<file path="src/rtl/debounce_en_gen.sv">
// debounce_en_gen: synchronises and debounces a bouncy asynchronous input.
// Outputs are a clean level (d_out) and one-cycle strobes (en_pulse, rise,
// fall) on every accepted change. busy is high while a change is in progress.
// Optional macro DEBOUNCE_LOCKOUT_EN adds a hold-off (LOCK) state after each
// accepted change. While in LOCK the synchronised input is ignored.
module debounce_en_gen #(
  parameter int SYNC_STAGES    = 2,
  parameter int STABLE_CNT     = 8,
  parameter int LOCKOUT_CYCLES = 4
) (
  input  logic clk,
  input  logic reset,
  input  logic raw_in,
  output logic d_out,
  output logic en_pulse,
  output logic rise,
  output logic fall,
  output logic busy
);

  localparam int CW = $clog2(STABLE_CNT) + 1;

  // Catch illegal configurations at elaboration time.
  if (SYNC_STAGES < 2 || SYNC_STAGES > 4) begin : g_bad_sync
    $error("debounce_en_gen: SYNC_STAGES must be 2..4");
  end
  if (STABLE_CNT < 2) begin : g_bad_stable
    $error("debounce_en_gen: STABLE_CNT must be >= 2");
  end
  if (LOCKOUT_CYCLES < 1) begin : g_bad_lock
    $error("debounce_en_gen: LOCKOUT_CYCLES must be >= 1");
  end

`ifdef DEBOUNCE_LOCKOUT_EN
  typedef enum logic [1:0] {IDLE, COUNT, LOCK} state_t;
  localparam int LW = $clog2(LOCKOUT_CYCLES) + 1;
  logic [LW-1:0] lcnt;
`else
  typedef enum logic {IDLE, COUNT} state_t;
`endif

  state_t                 state;
  logic [CW-1:0]          cnt;
  logic [SYNC_STAGES-1:0] sync_pipe;
  logic                   sync_out;

  assign sync_out = sync_pipe[SYNC_STAGES-1];

  // Synchroniser chain: raw_in enters at bit 0, sync_out is the last stage.
  always_ff @(posedge clk) begin
    if (reset) sync_pipe <= '0;
    else       sync_pipe <= {sync_pipe[SYNC_STAGES-2:0], raw_in};
  end

  // Debounce FSM. All outputs are registered. busy tracks the next state.
  always_ff @(posedge clk) begin
    if (reset) begin
      state    <= IDLE;
      cnt      <= '0;
      d_out    <= 1'b0;
      en_pulse <= 1'b0;
      rise     <= 1'b0;
      fall     <= 1'b0;
      busy     <= 1'b0;
`ifdef DEBOUNCE_LOCKOUT_EN
      lcnt     <= '0;
`endif
    end else begin
      en_pulse <= 1'b0;
      rise     <= 1'b0;
      fall     <= 1'b0;
      case (state)
        IDLE: begin
          if (sync_out != d_out) begin
            state <= COUNT;
            cnt   <= CW'(1);
            busy  <= 1'b1;
          end else begin
            busy  <= 1'b0;
          end
        end
        COUNT: begin
          if (sync_out == d_out) begin
            // Bounced back before being accepted: drop the attempt silently.
            state <= IDLE;
            cnt   <= '0;
            busy  <= 1'b0;
          end else if (cnt == CW'(STABLE_CNT - 1)) begin
            d_out    <= sync_out;
            en_pulse <= 1'b1;
            rise     <= sync_out;
            fall     <= ~sync_out;
            cnt      <= '0;
`ifdef DEBOUNCE_LOCKOUT_EN
            state    <= LOCK;
            lcnt     <= '0;
            busy     <= 1'b1;
`else
            state    <= IDLE;
            busy     <= 1'b0;
`endif
          end else begin
            cnt  <= cnt + CW'(1);
            busy <= 1'b1;
          end
        end
`ifdef DEBOUNCE_LOCKOUT_EN
        LOCK: begin
          // Hold off for LOCKOUT_CYCLES cycles. The input is ignored here.
          if (lcnt == LW'(LOCKOUT_CYCLES - 1)) begin
            state <= IDLE;
            lcnt  <= '0;
            busy  <= 1'b0;
          end else begin
            lcnt  <= lcnt + LW'(1);
            busy  <= 1'b1;
          end
        end
`endif
        default: begin
          state <= IDLE;
          cnt   <= '0;
          busy  <= 1'b0;
        end
      endcase
    end
  end

endmodule

</file>
<file path="config.mk">
export PLATFORM = sky130hd
export DESIGN_NAME = debounce_en_gen
export DESIGN_NICKNAME = d
export VERILOG_FILES = /design/src/rtl/debounce_en_gen.sv
export SDC_FILE = /design/constraint.sdc
export NUM_CORES = 1
export LEC_CHECK = 0
export ABC_AREA = 1
export CORE_AREA = 2 2 39 41
export DETAILED_ROUTE_END_ITERATION = 8
export DIE_AREA = 0 0 41 43
export GPL_TIMING_DRIVEN = 0
export HOLD_SLACK_MARGIN = 0.03
export MAX_ROUTING_LAYER = met4
export SLEW_MARGIN = 10
export SYNTH_ARGS = -nofsm -noshare
export SYNTH_HDL_FRONTEND = slang
export SYNTH_SLANG_ARGS = --single-unit
</file>
<file path="constraint.sdc">
create_clock -name clk -period 1.2 [get_ports clk]
set_clock_uncertainty 0.2 [all_clocks]
set_input_delay 0.12 -clock clk [delete_from_list [all_inputs] [get_ports clk]]
set_output_delay 0.12 -clock clk [all_outputs]
set_load 0.03 [all_outputs]
</file>
== Word level (Yosys, flattened, before mapping) ==
Cells that the tools add are included.
Cells by class
  $add $sub $neg: 1
  eq/ne operators: 4
  mux-type cells: 9
  bitwise logic cells: 4
  reduce and logical (&&, ||, !) cells: 3
Operators with widths (count)
  $mux W4: 3
  $pmux W4 S2: 1
  $add A4 B1 Y4 const B: 1
  $eq A4 B3 Y1 const B: 1
  $mux W1: 4
  $not A1 Y1: 4
  $reduce_or A4 Y1: 1
  $reduce_and A3 Y1: 1
  $reduce_or A3 Y1: 1
  $ne A2 B2 Y1 const B: 1
  $pmux W1 S2: 1
  $eq A1 B1 Y1: 1
  $ne A1 B1 Y1: 1
Storage, ports and cells
  flip-flop bits (word level): 11
  bits of input ports: 3
  word-level logic and storage cells: 28

== Depth between registers and ports, before layout ==
  word-level depth: 4
  gate-level depth with buffers: 8

== Worst setup path after synthesis ==
Ideal clock, no wire load.
  path kind: reg2reg
  from: register cnt[0]
  to: register d_out
  arrival: 0.988 ns
  setup slack: -0.108 ns
  cell stages (with the launch flop): 7
  path through: dfxtp_1 ha_1 nand2_2 nor2_4 nand2_2 o21ai_0 a21oi_1
On the way
  cells in the longest elaborated chain, start to end: 2
RTL lines
  from (decl): RTL line 43  | logic [CW-1:0] cnt;
  from (signal assigned): RTL line 103  | cnt <= cnt + CW'(1);
  $eq A4 B3 Y1: RTL line 88  | end else if (cnt == CW'(STABLE_CNT - 1)) begin
  $reduce_and A3 Y1 (no line)
  to (signal assigned): RTL line 89  | d_out <= sync_out;
  to (decl): RTL line 14  | output logic d_out,
No other way between the ends.
A chain may end at the register's enable or synchronous reset.

== Worst setup path after layout ==
Same ends and word-level chain as after synthesis.

==> reports/results.tsv <==
stage	metric	value	unit
run_status	result of the run	finished, violations left	
run_status	violations in the final reports	setup timing	
sta	fmax	0.7989	GHz
sta	setup ws final	-0.05165	ns
final_layout	Layout Nets	74	
final_layout	commonest cells after routing, fill and taps aside	11 x sky130_fd_sc_hd__nand2_1, 9 x sky130_fd_sc_hd__inv_1, 6 x sky130_fd_sc_hd__dfxtp_1	
sta	Final Hold Vio Count	0	
floorplan	die area	1763	sq um
sta	final worst path period need	1.252	ns
cts	Inserted Clock Buffers	3	
floorplan	effective utilization at floorplan	0.3345	
logic_synthesis	Seq/Total Area, Yosys	0.4757	
pwr	Int Power	0.5085	mW
detailed_routing	routed vias	377	
sta	RSZ-0062 raised after global routing	true	
place	routability congestion estimate from global placement	0.7138	
pwr	total net switching power	0.1455	mW
final_layout	post-route standard cell area excluding fillers	619.3	sq um
pwr	power share of the clock group	0.376	
grt	number of antenna violations at the first check in global routing	0	
final_layout	commonest non-fill, non-tap cell in the layout	sky130_fd_sc_hd__nand2_1	
floorplan	Horiz. Die Dim	41	um
final_layout	Inserted Diodes	0	
pwr	total chip power	0.6540	mW
floorplan	Row Count	14	
critical_path	buffers plus inverters on the worst setup path	0	
sta	final hold slack	0.1698	ns
place	HPWL after DPL	545.3	um
logic_synthesis	top-area cell type share of the netlist area	0.4757	
pwr	Leakage	0.2971	nW
logic_synthesis	synth warn	0	
critical_path	Worst path most repeated cell	sky130_fd_sc_hd__nand2_4	
grt	GRT Overall Usage	0.1043	
sta	worst slew pin tran	0.1922	ns
critical_path	Worst Path Class, Setup	flop to flop	
critical_path	largest stage delay on the critical path	0.38	ns
detailed_routing	first drt pass iteration count	2	
logic_synthesis	synthesized cell area	462.9	sq um
sta	final count of pins violating max slew	0	
place	number of I/O port buffers	7	
pwr	Peak supply drop	625.4	uV
logic_synthesis	number of distinct library cell variants in the gate-level netlist after synthesis	17	
pwr	portion of total power attributed to sequential cells	0.570	
pwr	cell area power density	1056	nW/um^2
critical_path	Critical Path End Type	flop	
logic_synthesis	cell taking the most area after synthesis	sky130_fd_sc_hd__dfxtp_1	
place	Placed Area	565.5	sq um
detailed_routing	DR DRC count	0	
grt	number of global-route vias before repair	298	
cts	number of hold-repair buffers added at the cts stage	0	
detailed_routing	detailed router's first-iteration violation count	4	
critical_path	worst path arrival time	1.20	ns
logic_synthesis	mean area per synthesized cell	7.982	sq um
logic_synthesis	nets in the synthesized netlist	62	
detailed_routing	antenna violation net count after detailed routing	0	
cts	cell at the root of the clock tree	sky130_fd_sc_hd__clkbuf_4	
logic_synthesis	cell types with the largest area share after synthesis	sky130_fd_sc_hd__dfxtp_1 48%, sky130_fd_sc_hd__nand2_1 8.9%, sky130_fd_sc_hd__inv_1 7.3%, sky130_fd_sc_hd__nand2_2 5.4%, sky130_fd_sc_hd__nor2_4 4.9%	
detailed_routing	overall routed net length	754	um
cts	H-tree levels	1	
grt	largest net degree at the start of global routing	7	
critical_path	master of the slowest instance on the critical path	sky130_fd_sc_hd__dfxtp_4	
flow_run	number of max-cap violations	0	
cts	clock insertion delay at the later pin of the skew report	0.26	ns
critical_path	Data required, critical path	1.15	ns
floorplan	I/O pin total	8	
final_layout	area added between synthesis and finish	33.78	%
logic_synthesis	flop and latch count out of synthesis	11	
cts	Clock Pin Slew Worst Setup and Hold Paths	0.07	ns
floorplan	vertical die dimension	43	um
grt	wire length of the first global-routing pass	1166	um
detailed_routing	per-cell via count in the routed design	4.435	
cts	CTS max path bufs	2	
cts	CTS tree	done	
detailed_routing	average wire per cell in the routed design	8.871	um
critical_path	dominant delay contributor by cell family on the critical path	flip-flops	
critical_path	startpoint kind of the worst setup timing path	flop	
critical_path	critical path fanouts, max	5	
sta	Final Cycle Share	1.043	
floorplan	Core Footprint	1384	sq um
sta	relative max-transition margin	0.8705	
critical_path	CP Cell Sequence	ha_4 -> nand2_4 -> nor2_4 -> nand2_4 -> o21ai_2 -> a21oi_1	
final_layout	fraction of final layout cells sized beyond drive strength 1	0.3913	
grt	total overflow reported by the global router	0	
pwr	Comb pwr share	0.054	
worst_hold_path	type of the tightest min-delay check	primary input to flop	
logic_synthesis	Cells after Synth	58	
pwr	fraction of power spent switching nets	0.2225	
cts	total clock sinks	11	
sta	final setup violating endpoints	2	
[final cells by class]
type                       instances  area, sq um
multi-input combinational         37        245.2
fill                             135        764.5
tap                               16        20.02
clock buffer                       4        26.28
inverter                          10        37.54
timing repair buffer               7        53.80
sequential                        11        236.5
[synthesized netlist by cell type, drive strengths merged]
| library cell | n |
|---|---|
| nand4 | 1 |
| nand3 | 2 |
| dfxtp | 11 |
| a21oi | 4 |
| ha | 1 |
| nand3b | 1 |
| nor2 | 8 |
| o21ai | 3 |
| nor3 | 1 |
| nand2 | 16 |
| inv | 10 |
[metrics by stage]
step                      setup TNS (ns)  worst slack (ns)    util  std cells
after detailed placement          -1.219           -0.1837  0.4087         81
after global placement            -1.181           -0.1878  0.4087         81
after CTS                        -0.2166          -0.07216  0.4430         85
final                           -0.05778          -0.05165  0.4476         85
after global routing             -0.3264          -0.09240  0.4476         85
after floorplan                 -0.04224          -0.04224       -         58
[power by group through the flow]
stage | Sequential, mW | Clock (mW) | Combinational (mW)
6_report | 0.373 | 0.246 | 0.0353
5_1_grt | 0.374 | 0.274 | 0.0396
4_1_cts | 0.375 | 0.256 | 0.0340
3_5_place_dp | 0.386 | 0 | 0.0331
3_3_place_gp | 0.386 | 0 | 0.0328
2_1_floorplan | 0.386 | 0 | 0.0183
[registers in the layout, summed over array words and instances (netlist names)]
| register | count |
|---|---|
| cnt | 4 |
| rise | 1 |
| sync_pipe | 2 |
| state | 1 |
| fall | 1 |
| en_pulse | 1 |
| d_out | 1 |
[path summary, 6_finish.rpt]
kind | from | endpoint | slack, ns | depth (start not counted)
worst max-delay path | cnt[0] | d_out | -0.05 | 6
worst min-delay path | raw_in | sync_pipe[0] | 0.17 | 3
worst max register to register | cnt[0] | d_out | -0.05 | 6
worst min register to register | sync_pipe[0] | sync_pipe[1] | 0.20 | 2
[logic make-up after synthesis]
family                     count (synthesis)  synth area share
AOI/OAI and AO/OA                          7           0.08377
adders and majority gates                  1           0.02702
buffers and inverters                     10           0.08107
DFF                                       11            0.4757
and+or+nand+nor                           29            0.3324
[tightest hold or removal path: cells and delay by family]
| family | cells | cell delay, ns |
|---|---|---|
| simple gates | 1 | 0.03 |
| buf+inv | 2 | 0.44 |
[metal layers]
| metal | GRT usage | routed length [um] | vias to the layer above |
|---|---|---|---|
| met5 | - | 0 | - |
| met1 | 0.1270 | 374 | 165 |
| li1 | - | - | 205 |
| met4 | 0.1000 | 14 | 0 |
| met2 | 0.1281 | 342 | 5 |
| met3 | 0.03141 | 22 | 2 |
[what timing repair did]
action,CTS,global route
resized for setup,26,9
pin swaps,2,3
setup endpoints to repair,13,11
buffers inserted,0,0
Power figures use the tool's default switching activity.
